==> src/rtl/ay_bus_seq.sv <==
// ay_bus_seq: sequences one AY-3-8910 style register access
// (address latch, gap, write or read phase, gap, ack) per request.
//
// Parameters:
//   PHASE_CYC  cycles per active bus phase (1..15)
//   GAP_CYC    cycles per inactive gap (1..15)
//
// Ports:
//   clk, rst_n          clock, async active-low reset
//   req                 request, sampled only while idle
//   req_wr              1 = write, 0 = read
//   req_addr, req_data  register number and write data
//   ack                 one-cycle completion pulse
//   busy                high while a transaction is in flight
//   rd_data             result of the last completed read
//   ay_bdir/bc1/bc2     AY bus control lines
//   ay_da_out/ay_da_oe  AY data bus drive value and enable
//   ay_da_in            AY data bus read value
//
// Build option: define AY_READBACK_EN to include read support.
// Without it every request is a write and rd_data is 8'h00.

module ay_bus_seq #(
    parameter int unsigned PHASE_CYC = 4,
    parameter int unsigned GAP_CYC   = 2
) (
    input  logic       clk,
    input  logic       rst_n,
    input  logic       req,
    input  logic       req_wr,
    input  logic [3:0] req_addr,
    input  logic [7:0] req_data,
    output logic       ack,
    output logic       busy,
    output logic [7:0] rd_data,
    output logic       ay_bdir,
    output logic       ay_bc1,
    output logic       ay_bc2,
    output logic [7:0] ay_da_out,
    output logic       ay_da_oe,
    input  logic [7:0] ay_da_in
);

    localparam logic [3:0] PH_LD = 4'(PHASE_CYC - 1);
    localparam logic [3:0] GP_LD = 4'(GAP_CYC - 1);

    typedef enum logic [2:0] {
        S_IDLE  = 3'd0,
        S_ADDR  = 3'd1,
        S_GAP1  = 3'd2,
        S_WRITE = 3'd3,
        S_GAP2  = 3'd4,
        S_DONE  = 3'd5
`ifdef AY_READBACK_EN
        ,
        S_READ  = 3'd6
`endif
    } state_t;

    state_t     state_q, state_d;
    logic [3:0] cnt_q, cnt_d;
    logic [3:0] addr_q, addr_d;
    logic [7:0] data_q, data_d;

    logic       bdir_q, bdir_d;
    logic       bc1_q, bc1_d;
    logic       bc2_q, bc2_d;
    logic       oe_q, oe_d;
    logic [7:0] da_q, da_d;
    logic       ack_q, ack_d;
    logic       busy_q, busy_d;

    logic       last_cyc;
    logic       is_wr;

    assign last_cyc = (cnt_q == 4'd0);

`ifdef AY_READBACK_EN
    logic       wr_q, wr_d;
    logic [7:0] rd_q, rd_d;

    assign is_wr = wr_q;
`else
    logic unused_ok;

    // Read path is compiled out, so these inputs have no effect.
    assign unused_ok = ^{req_wr, ay_da_in};
    assign is_wr     = 1'b1;
`endif

    // Next state, counter and captured request
    always_comb begin
        state_d = state_q;
        cnt_d   = cnt_q;
        addr_d  = addr_q;
        data_d  = data_q;
`ifdef AY_READBACK_EN
        wr_d    = wr_q;
`endif
        unique case (state_q)
            S_IDLE: begin
                cnt_d = 4'd0;
                if (req) begin
                    state_d = S_ADDR;
                    cnt_d   = PH_LD;
                    addr_d  = req_addr;
                    data_d  = req_data;
`ifdef AY_READBACK_EN
                    wr_d    = req_wr;
`endif
                end
            end
            S_ADDR: begin
                cnt_d = cnt_q - 4'd1;
                if (last_cyc) begin
                    state_d = S_GAP1;
                    cnt_d   = GP_LD;
                end
            end
            S_GAP1: begin
                cnt_d = cnt_q - 4'd1;
                if (last_cyc) begin
                    cnt_d = PH_LD;
`ifdef AY_READBACK_EN
                    state_d = is_wr ? S_WRITE : S_READ;
`else
                    state_d = S_WRITE;
`endif
                end
            end
            S_WRITE: begin
                cnt_d = cnt_q - 4'd1;
                if (last_cyc) begin
                    state_d = S_GAP2;
                    cnt_d   = GP_LD;
                end
            end
`ifdef AY_READBACK_EN
            S_READ: begin
                cnt_d = cnt_q - 4'd1;
                if (last_cyc) begin
                    state_d = S_GAP2;
                    cnt_d   = GP_LD;
                end
            end
`endif
            S_GAP2: begin
                cnt_d = cnt_q - 4'd1;
                if (last_cyc) begin
                    state_d = S_DONE;
                    cnt_d   = 4'd0;
                end
            end
            S_DONE: begin
                state_d = S_IDLE;
                cnt_d   = 4'd0;
            end
            default: begin
                state_d = S_IDLE;
                cnt_d   = 4'd0;
            end
        endcase
    end

    // Outputs are decoded from the next state so they are
    // registered alongside it and line up with the state.
    always_comb begin
        bdir_d = 1'b0;
        bc2_d  = 1'b1;
        bc1_d  = 1'b0;
        oe_d   = 1'b0;
        da_d   = da_q;
        ack_d  = 1'b0;
        busy_d = (state_d != S_IDLE);
        unique case (state_d)
            S_ADDR: begin
                bdir_d = 1'b1;
                bc1_d  = 1'b1;
                oe_d   = 1'b1;
                da_d   = {4'b0000, addr_d};
            end
            S_WRITE: begin
                bdir_d = 1'b1;
                oe_d   = 1'b1;
                da_d   = data_d;
            end
`ifdef AY_READBACK_EN
            S_READ: begin
                bc1_d = 1'b1;
            end
`endif
            S_DONE: begin
                ack_d = 1'b1;
            end
            default: begin
            end
        endcase
    end

`ifdef AY_READBACK_EN
    // Bus value is taken on the edge closing the final READ cycle.
    always_comb begin
        rd_d = rd_q;
        if (state_q == S_READ && last_cyc) begin
            rd_d = ay_da_in;
        end
    end
`endif

    always_ff @(posedge clk or negedge rst_n) begin
        if (!rst_n) begin
            state_q <= S_IDLE;
            cnt_q   <= 4'd0;
            addr_q  <= 4'd0;
            data_q  <= 8'h00;
            bdir_q  <= 1'b0;
            bc1_q   <= 1'b0;
            bc2_q   <= 1'b1;
            oe_q    <= 1'b0;
            da_q    <= 8'h00;
            ack_q   <= 1'b0;
            busy_q  <= 1'b0;
`ifdef AY_READBACK_EN
            wr_q    <= 1'b0;
            rd_q    <= 8'h00;
`endif
        end else begin
            state_q <= state_d;
            cnt_q   <= cnt_d;
            addr_q  <= addr_d;
            data_q  <= data_d;
            bdir_q  <= bdir_d;
            bc1_q   <= bc1_d;
            bc2_q   <= bc2_d;
            oe_q    <= oe_d;
            da_q    <= da_d;
            ack_q   <= ack_d;
            busy_q  <= busy_d;
`ifdef AY_READBACK_EN
            wr_q    <= wr_d;
            rd_q    <= rd_d;
`endif
        end
    end

    assign ay_bdir   = bdir_q;
    assign ay_bc1    = bc1_q;
    assign ay_bc2    = bc2_q;
    assign ay_da_oe  = oe_q;
    assign ay_da_out = da_q;
    assign ack       = ack_q;
    assign busy      = busy_q;

`ifdef AY_READBACK_EN
    assign rd_data = rd_q;
`else
    assign rd_data = 8'h00;
`endif

endmodule
==> config.mk <==
export PLATFORM = sky130hd
export DESIGN_NAME = ay_bus_seq
export DESIGN_NICKNAME = d
export VERILOG_FILES = /design/src/rtl/ay_bus_seq.sv
export SDC_FILE = /design/constraint.sdc
export NUM_CORES = 1
export LEC_CHECK = 0
export CORE_MARGIN = 3
export CORE_UTILIZATION = 45
export DETAILED_ROUTE_END_ITERATION = 10
export GPL_TIMING_DRIVEN = 0
export MAX_ROUTING_LAYER = met4
export PLACE_DENSITY = 0.88
export SYNTH_ARGS = -nofsm -noshare
export SYNTH_HDL_FRONTEND = slang
export SYNTH_SLANG_ARGS = --single-unit
export TNS_END_PERCENT = 1
==> constraint.sdc <==
create_clock -name clk -period 2.1 [get_ports clk]
set_input_delay 0.42 -clock clk [delete_from_list [all_inputs] [get_ports clk]]
set_output_delay 0.42 -clock clk [all_outputs]
set_load 0.01 [all_outputs]
After elaboration in Yosys (flattened, before gate mapping)
Cells that the tools add are included.

word-level totals
  register bits = 31

operators by class
  add/sub/neg operators = 1
  eq/ne operators = 7
  mux-type cells = 19
  reductions and logical operators = 6

operators with widths
  kind                                                 number
  2-to-1 mux 4 bit                                     5
  2-to-1 mux 8 bit                                     2
  case mux 4 bit (4 select lines)                      1
  case mux 8 bit (2 select lines)                      1
  2-to-1 mux 3 bit                                     5
  case mux 3 bit (5 select lines)                      1
  equality test 3 x 2 -> 1 bit, second input constant  3
  equality test 3 x 1 -> 1 bit, second input constant  2
  equality test 3 bit, second input constant           2
  logical NOT 4 bit                                    1
  OR reduction 2 bit                                   2
  subtractor 4 x 1 -> 4 bit, second input constant     1
  logical NOT 3 bit                                    1
  2-to-1 mux 1 bit                                     3
  nonzero test 3 bit                                   1
  2-to-1 mux 2 bit                                     1
  nonzero test 2 bit                                   1

Logic depth before layout (Yosys ltp)
Gate-level depths: netlist of run 1.

  depth in word-level cells = 6
  depth in mapped cells = 7

Worst setup path after synthesis of run 1
No wires, ideal clock.

  kind = flip-flop to flip-flop
  start point = register state_q[2]
  end point = register da_q[2] (netlist: ay_da_out[2])
  arrival = 1,773 ps
  required time = 1,974 ps
  slack = 201 ps
  cell stages (with the launch flop) = 7
  path buffers = 2
  period minus slack after synthesis = 1,899 ps
  cells stage by stage = dfrtp_1 -> buf_2 -> nor4b_2 -> buf_4 -> mux2_2 -> nor2b_1 -> a221o_1

RTL lines
  what                             RTL line  RTL
  start, declared                  60        state_t state_q, state_d;
  start signal, assigned           228       state_q <= state_d;
  logical NOT 3 bit                100       unique case (state_q)
  2-to-1 mux 8 bit                 100
  net data_d[2]                    63        logic [7:0] data_q, data_d;
  case mux 8 bit (2 select lines)  175       unique case (state_d)
  end signal, assigned             220       da_q <= 8'h00;
  end signal, assigned             236       da_q <= da_d;
  end, declared                    69        logic [7:0] da_q, da_d;

The timed path passes the listed nets, and every way through them passes these cells.
A chain may end at the register's enable or synchronous reset.

Worst setup path after layout of run 1
  start point = register state_q[1]
  end point = register da_q[1] (netlist: ay_da_out[1])

between the ends
  longest elaborated chain between the ends = 4

ends and longest elaborated chain
  what                                                                                 RTL line
  equality test 3 bit, or another cell as far along                                    100
  case mux 3 bit (5 select lines)                                                      100
  equality test 3 x 2 -> 1 bit / equality test 3 x 1 -> 1 bit (equally long branches)  175
  case mux 8 bit (2 select lines) / nonzero test 2 bit (equally long branches)         --

Parallel ways exist; a longest one is shown, timed or not.

==> results, run 1 <==
- The area share of the leading cell type in the synthesized netlist is 53.5%.
- On the worst path, the slowest cell contributes a delay of 0.42 ns.
- Measured against its own limit, the worst slew margin works out to 56.1%.
- Measured along the x axis, the die boundary spans 62.8 µm.
- The number of buffers and inverters on the critical path is 2.
- The tool flagged a number of max-cap violations equal to 0.
- TritonCTS built the clock tree.
- In this run the count of I/O pins placed on the die edge is 46.
- During synthesis, Yosys emitted a total of 0 warnings.
- Setup slack on the worst reg-to-reg path comes out at 0.12 ns.
- The cell leakage power is 0.865 nW.
- The cell class contributing the biggest share of worst-path delay is compound AO/OA/AOI/OAI gates.
- The power per cell area is 1550 nW/µm².
- The share of cells above drive strength 1 is 23.0%.
- Setup violations remaining at the end of the flow were counted as 0.
- The number of global-route vias before repair is 993.
- The clock transition at the registers of the reported paths is 0.10 ns.
- On the final layout, the worst clock skew is 0.00712 ns.
- The total number of vias is 991.
- The number of antenna violations at the first check in global routing is 0.
- The capturing element type of the critical path is a register.
- Sequential cells were found to cover 53.5% of the synthesized design area.
- The cell sitting at the root of the clock tree is a sky130_fd_sc_hd__clkbuf_4.
- The die height is 62.8 µm.
- The storage element area is 776 µm².
- The total wire length after detailed routing is 2.81 mm.
- The clock reaches the later pin of the worst-skew pair after 0.34 ns.
- The synthesized design contains 31 register bits.
- The hold violation count in the final report is 0.
- The filler cell count in the final layout is 241.
- Input and output buffers added on the ports amount to 27.
- The signal on the critical path passes through clkbuf_1 > nor2_1 > nand2_1 > a31o_1 > buf_2 > a221o_1.
- The half-perimeter wire length after detailed placement is 2.07 mm.
- The worst setup path is launched from a register.
- The minimum clock period after layout is 1.98 ns.
- The path type of the worst setup path is register to register.
- The number of clock sinks is 31.
- The post-CTS setup-driven buffer insertion count is 0.
- For the worst setup path, the data arrival time is 2.21 ns.
- The number of diodes is 0.
- The per-instance average area after synthesis is 12.2 µm².
- The worst-case setup slack after placement is -0.421 ns.
- The hold-fix buffer count after cts is 0.
- The largest fanout on the critical path is 10.
- Entering global routing, the biggest net connects 32 pins.
- The peak clock frequency supported by timing is 505 MHz.
- The required time of the worst setup path is 2.33 ns.
- The flip-flop cell with the highest count after synthesis is sky130_fd_sc_hd__dfrtp_1.
- In the finished design, the share of the clock period the worst path needs comes to 94.3%.
- The first global-routing pass estimated 4.75 mm of wire.
- In this run the core area contains 19 standard-cell rows.
- After floorplanning, the core was sized to cover 2900 µm².
- The cell type of the slowest stage on the worst timing path is sky130_fd_sc_hd__dfrtp_1.
- The final RePlAce weighted congestion is 0.822.
- The synthesized design contains 0 enable-type register cells.
- The post-route worst setup slack is 0.121 ns.
- Setup repair after global routing left no endpoint under its margin.
- The detail-routed via count per cell is 4.88.
- The mean routed wirelength per cell is 13.8 µm.
- The flow ran to the end, and the final reports show no timing, DRC or antenna violations.
- The worst-case IR drop observed on VDD is 0.000758 V.
- Global routing consumed, over all layers together, 16.2% of the routing resources.
- The area occupied by multi-input gates is 569 µm².
- Across all hold checks on the routed design, the worst slack comes to 0.0940 ns.
- The remaining number of nets flagged by the antenna check after routing is 0.
- In the routed design, unresolved DRC markers number 0.
- The max-slew violation total from the final report came to 0.
- The synthesized cell area is 1450 µm².
- The post-synthesis async set-or-reset flop share is 100%.
- After synthesis, the cell types taking the most area are sky130_fd_sc_hd__dfrtp_1 (53%), sky130_fd_sc_hd__mux2_2 (6.2%), sky130_fd_sc_hd__buf_4 (5.7%).
- The actual slew at the worst max-slew pin is 0.658 ns.
- The number of H-tree levels is 2.
- The clock tree buffer depth is 2.
- The min-delay analysis places its worst path in the category input port to asynchronous set/reset pin.
- The post-synthesis cell type count is 38.
- Global routing finished with a remaining overflow of 0.
- Summed over all instances, the cell type with the most area after synthesis is sky130_fd_sc_hd__dfrtp_1.
- The first detailed-routing pass ran for 4 iterations.
- In this run, CTS created clock tree buffers numbering 5.
- The final layout contains 184 nets.
- The layout overhead on the synthesized area is 31.3%.
- In this run, the number of DRC markers left after iteration 0 of detailed routing was 24.
- The overall die area is 3940 µm².
- Synthesis handed over a netlist of 119 instances.
- For this configuration, the core starts out at a cell density of 50.0%.
[cell families (layout without fill, tap and decap cells)]
family	Yosys count	after routing	synth area share, %
AND/OR/NAND/NOR	24	24	10.4
AO/OA/AOI/OAI	20	20	11.7
multiplexers	14	14	11.2
other	2	9	0.518
flip-flops	31	31	53.5
XOR/XNOR	4	4	2.42
buffers and inverters	24	59	10.3
[area by class of cell]
class                   instances  share of cell area [%]
flip-flops and latches         31                    40.7
repair buffers                 27                    14.1
clock buffers                   6                    2.69
plain buffers                  18                    6.83
multi-input cells              71                    29.9
clock inverters                 2                    1.84
well taps                      42                    2.76
inverters                       6                    1.18
[path summary, 6_finish.rpt]
path	from	to	cells after the start
worst min register to register	data_q[4]	data_q[4]	2
worst max register to register	state_q[1]	ay_da_out[1]	6
worst max-delay path	state_q[1]	ay_da_out[1]	6
max in group asynchronous	rst_n	ack	1
min in group clk	req	busy	3
worst min-delay path	rst_n	cnt_q[1]	1
[timing repair]
item                                    in CTS  in global routing
endpoints found under the hold margin        0                  0
endpoints found under the setup margin       2                  4
gates cloned                                 0                  0
resized for setup                            1                  3
[registers in the layout, summed over array words and instances, names as in the netlist]
register   cells
ay_bc1         1
ack            1
ay_da_oe       1
state_q        3
data_q         8
ay_da_out      8
cnt_q          4
addr_q         4
busy           1
[stage by stage]
step | util (%) | std cells | cell area (µm²) | total power, mW | TNS, ns
floorplan | - | 126 | 1480 | 1.99 | 0
global placement | 62.0 | 195 | 1800 | 2.37 | -1.39
detailed placement | 62.0 | 195 | 1800 | 2.44 | -1.94
CTS | 65.3 | 203 | 1890 | 2.96 | 0
global route | 65.7 | 203 | 1900 | 3.15 | 0
finish | 65.7 | 203 | 1900 | 2.96 | 0
[placed cells by master (no fill, tap or decap), types with 2 or more instances in the layout]
cell type,count
sky130_fd_sc_hd__dfrtp_1,31
sky130_fd_sc_hd__clkdlybuf4s50_1,25
sky130_fd_sc_hd__buf_4,10
sky130_fd_sc_hd__conb_1,9
sky130_fd_sc_hd__mux2_2,8
sky130_fd_sc_hd__nor2_1,6
sky130_fd_sc_hd__nor2b_1,5
sky130_fd_sc_hd__mux2i_1,5
sky130_fd_sc_hd__inv_1,5
sky130_fd_sc_hd__clkbuf_4,5
sky130_fd_sc_hd__nand2_1,4
sky130_fd_sc_hd__o2bb2ai_1,4
sky130_fd_sc_hd__a221o_1,4
sky130_fd_sc_hd__buf_2,3
sky130_fd_sc_hd__clkbuf_1,3
sky130_fd_sc_hd__buf_6,3
sky130_fd_sc_hd__xor2_1,2
sky130_fd_sc_hd__nand2b_1,2
sky130_fd_sc_hd__xnor2_1,2
[power breakdown]
group          total, mW  internal, mW  switching (mW)
Clock              0.495         0.281           0.214
Combinational       1.47         0.757           0.709
Sequential         0.998         0.867           0.131
Total               2.96          1.91            1.05
[per-layer routing]
metal  wire [µm]  share of wire, %  vias to the layer above  track usage, %
met1        1190                42                      484            18.4
met5           0                 0                        -               -
met2        1420                51                       26            26.5
met4          68               2.4                        0            9.09
met3         122               4.3                        7            3.60
li1            -                 -                      474               -
[Yosys cell counts, drive strengths merged (2+ instances only)]
cell type,count
xnor2,2
buf,15
conb,2
nor2,6
o2bb2ai,4
inv,6
nand2,4
xor2,2
nor2b,5
o21ai,2
clkbuf,3
a221o,4
nand2b,2
mux2i,6
dfrtp,31
mux2,8
(Power assumes the default switching activity.)
==> inputs of run 2 (changes only) <==
ABC_AREA = 1   (was default)
SLEW_MARGIN = 20   (was default)
==> run 2 against run 1 <==
  * Die area is 0.48% higher
  * Non-clock buffer count is 5 lower
  * Fmax is 15% higher
  * First-iteration DRC count is 63% higher
  * Clock skew is 0.0022 ns higher
  * Synthesized cell count is 30% higher
  * Clock power is 21% lower
  * Hold slack better by 0.017 ns
  * Critical path type is now register to output port
==> results, run 2 <==
- The clock tree buffer depth is 2 (unchanged).
- The kind of start point of the critical path is a register.
- The setup skew after layout was 0.00933 ns (+0.00220 ns).
- The remaining design rule violation count is 0 (unchanged).
- The root cell of the clock tree is sky130_fd_sc_hd__clkbuf_4.
- Among all flip-flop cells after synthesis, the most frequent one is sky130_fd_sc_hd__dfrtp_1.
- The layout overhead on the synthesized area is 28.5%.
- The die span in x is 62.9 µm (+0.24%).
- Of all cell types, the one taking the most synthesized area is sky130_fd_sc_hd__dfrtp_1.
- The hold-fix buffer count after cts came to 0 (unchanged).
- The headroom to the max-slew limit is 55.8% (-0.30 points).
- Setup repair after global routing left no endpoint under its margin.
- The actual slew at the worst max-slew pin was 0.663 ns (+0.00448 ns).
- The number of rows created at floorplan came to 20 (+1).
- The top cell types in the final layout, fill and taps aside, are sky130_fd_sc_hd__nand2_1 (37), sky130_fd_sc_hd__dfrtp_1 (31), sky130_fd_sc_hd__clkdlybuf4s50_1 (26), sky130_fd_sc_hd__nand3_1 (17), sky130_fd_sc_hd__inv_1 (14).
- The synthesized cell area is 1460 µm² (+0.52%).
- The critical path is of the register to output port type.
- The number of diodes was 0 (unchanged).
- The number of global-route vias before repair is 1,064 (+7.2%).
- The number of clock sinks is 31 (unchanged).
- The peak clock frequency supported by timing came to 583 MHz (+15%).
- The hold violation count in the final report is 0 (unchanged).
- The flow ran to the end, and the final reports show no timing, DRC or antenna violations.
- The per-instance average area after synthesis is 9.40 µm² (-23%).
- The clock transition at the registers of the reported paths is 0.10 ns (about the same).
- The number of non-filler instances in the completed layout is 241 (+19%).
- The TritonCTS clock tree is built.
- The number of buffers added on ports is 27 (unchanged).
- The total iterations of the first detailed-routing run is 4 (unchanged).
- The wire length of the first global-routing pass is 4.68 mm (-1.5%).
- The number of antenna violations at the first check in global routing is 0 (unchanged).
- The setup-violating endpoint count in the final report was 0 (unchanged).
- The largest fanout on the critical path was 2 (-8).
- The required time of the worst setup path came to 1.68 ns (-0.65 ns).
- The worst-case vdd ir drop was 0.000753 V (-0.64%).
- The number of H-tree levels is 2 (unchanged).
- The arrival time reported for the critical path endpoint is 1.29 ns (-0.92 ns).
- The total CTS buffers came to 5 (unchanged).
- The post-CTS setup-driven buffer insertion count is 0 (unchanged).
- The number of flops mapped to enable cells by yosys is 0 (unchanged).
- The total number of vias is 1,095 (+10%).
- The number of cells produced by synthesis came to 155 (+30%).
- The total wire length after detailed routing was 2.62 mm (-6.6%).
- The share of cells above drive strength 1 is 19.8% (-3.2 points).
- The area of the core was 3080 µm² (+6.1%).
- The proportion of total power due to net switching was 41.0% (+5.3 points).
- The boundary pin count is 46 (unchanged).
- The synthesis-stage register bit count is 31 (unchanged).
- The clock share of power is 13.9% (-2.8 points).
- The die height came to 62.9 µm (+0.24%).
- The overall fraction of global-route tracks in use is 15.8% (-0.37 points).
- The final RePlAce weighted congestion is 0.776 (-5.7%).
- The total number of nets in the final design is 220 (+20%).
- The post-synthesis cell type count is 26 (-32%).
- The cell with the most instances after synthesis is sky130_fd_sc_hd__nand2_1.
- The capturing element type of the critical path is an output port.
- The switching power is 1.15 mW (+9.5%).
- The power per cell area is 1500 nW/µm² (-3.2%).
- The count of warnings emitted by yosys was 0 (unchanged).
- The detail-routed via count per cell is 4.54 (-6.9%).
- The number of max-capacitance violations reported is 0 (unchanged).
- The internal power consumption came to 1.66 mW (-13%).
- The final setup TNS was 0 ns (unchanged).
- The mean routed wirelength per cell came to 10.9 µm (-21%).
- The total overflow reported by the global router came to 0 (unchanged).
- The maximum number of pins on one net before global-route repair is 32 (unchanged).
- The worst-skew pair later-pin latency was 0.33 ns (about the same).
- The post-synthesis async set-or-reset flop share was 100% (unchanged).
- The DRC marker count from the first detailed-route iteration came to 39 (+63%).
- The final clock period utilization by the worst path is 81.6% (-13 points).
- The proportion of power drawn by flip-flops and latches came to 35.1% (+1.4 points).
- The commonest cells after synthesis are sky130_fd_sc_hd__nand2_1 (37), sky130_fd_sc_hd__dfrtp_1 (31), sky130_fd_sc_hd__nand3_1 (17), sky130_fd_sc_hd__inv_1 (14), sky130_fd_sc_hd__buf_4 (11).
- The combinational group share of total power is 51.0% (+1.4 points).
- The filler cell count in the final layout is 265 (+10%).
- The remaining number of nets flagged by the antenna check after routing was 0 (unchanged).
- After synthesis, the cell types taking the most area are sky130_fd_sc_hd__dfrtp_1 (53%), sky130_fd_sc_hd__nand2_1 (9.5%), sky130_fd_sc_hd__nand3_1 (5.8%).
- The minimum clock period after layout is 1.71 ns (-0.265 ns).
- The area share of the leading cell type in the synthesized netlist is 53.2% (-0.28 points).
- The part of the Yosys area used for sequential elements is 53.2% (-0.28 points).
- The half-perimeter wire length after detailed placement was 1.96 mm (-5.2%).
- The instance count after placement with tap cells included was 233 (+19%).
- The most frequent standard cell in the layout excluding fill and tap cells is sky130_fd_sc_hd__nand2_1.
- The count of instances resized after the clock tree is built was 0 (-1).
- The cell leakage power is 0.938 nW (+8.4%).
- The effective utilization at floorplan was 47.4% (-2.6 points).
- The class of the most critical hold timing path is input port to asynchronous set/reset pin.
- The max-slew violation total from the final report came to 0 (unchanged).
- The overall die area is 3960 µm² (+0.48%).
## run 2: worst paths after layout
check | start | endpoint | slack (ns) | depth (start not counted)
worst min register to register | ay_da_out[5] | ay_da_out[5] | 0.49 | 2
max in group asynchronous | rst_n | ay_da_out[7] | 1.55 | 1
worst min-delay path | rst_n | busy | 0.11 | 1
worst max-delay path | ay_da_oe | ay_da_oe | 0.39 | 2
min in group clk | ay_da_out[5] | ay_da_out[5] | 0.49 | 2
worst max register to register | cnt_q[2] | ay_da_out[1] | 0.46 | 7
## run 2: power groups by stage
stage	registers, mW	logic [mW]	clock network (mW)
after floorplan	1.02	0.973	0
after global placement	0.991	1.40	0
after detailed placement	1.00	1.45	0
after CTS	0.992	1.45	0.412
after global routing	1.02	1.61	0.441
final	0.990	1.44	0.392
## run 2: kinds of logic after synthesis
group	share of synthesized area, %
other	0.515
AO/OA/AOI/OAI	7.38
buffers and inverters	11.4
AND/OR/NAND/NOR	23.9
flip-flops	53.2
multiplexers	3.61
## run 2: final cells by class
type / count / area, µm² / area share (%)
clock buffers: 8 / 68.8 / 3.67
inverters: 18 / 67.6 / 3.61
flip-flops and latches: 31 / 776 / 41.4
multi-input cells: 100 / 542 / 28.9
well taps: 44 / 55.1 / 2.94
repair buffers: 27 / 265 / 14.2
plain buffers: 13 / 98.8 / 5.28
## run 2: through the flow
stage / instance area, µm² / hold WS (ns) / power [mW] / setup WS (ns) / utilization [%]
3_3_place_gp: 1810 / 0.467 / 2.39 / 0.0900 / 58.8
4_1_cts: 1870 / 0.116 / 2.85 / 0.356 / 60.9
3_5_place_dp: 1800 / 0.472 / 2.45 / 0.336 / 58.6
2_1_floorplan: 1480 / 0.124 / 1.99 / 0.731 / -
6_report: 1870 / 0.111 / 2.82 / 0.385 / 60.9
5_1_grt: 1870 / 0.132 / 3.08 / 0.311 / 60.9
## run 2: critical path, cell delays in order, from the launching register on
cell	delay, ns
sky130_fd_sc_hd__dfrtp_1	0.38
sky130_fd_sc_hd__buf_4	0.12
sky130_fd_sc_hd__clkdlybuf4s50_1	0.46
## run 2: layer usage
layer | track usage [%] | wire length (µm)
met1 | 17.0 | 1130
met5 | - | 0
met2 | 26.1 | 1300
met4 | 5.79 | 46
met3 | 6.65 | 143
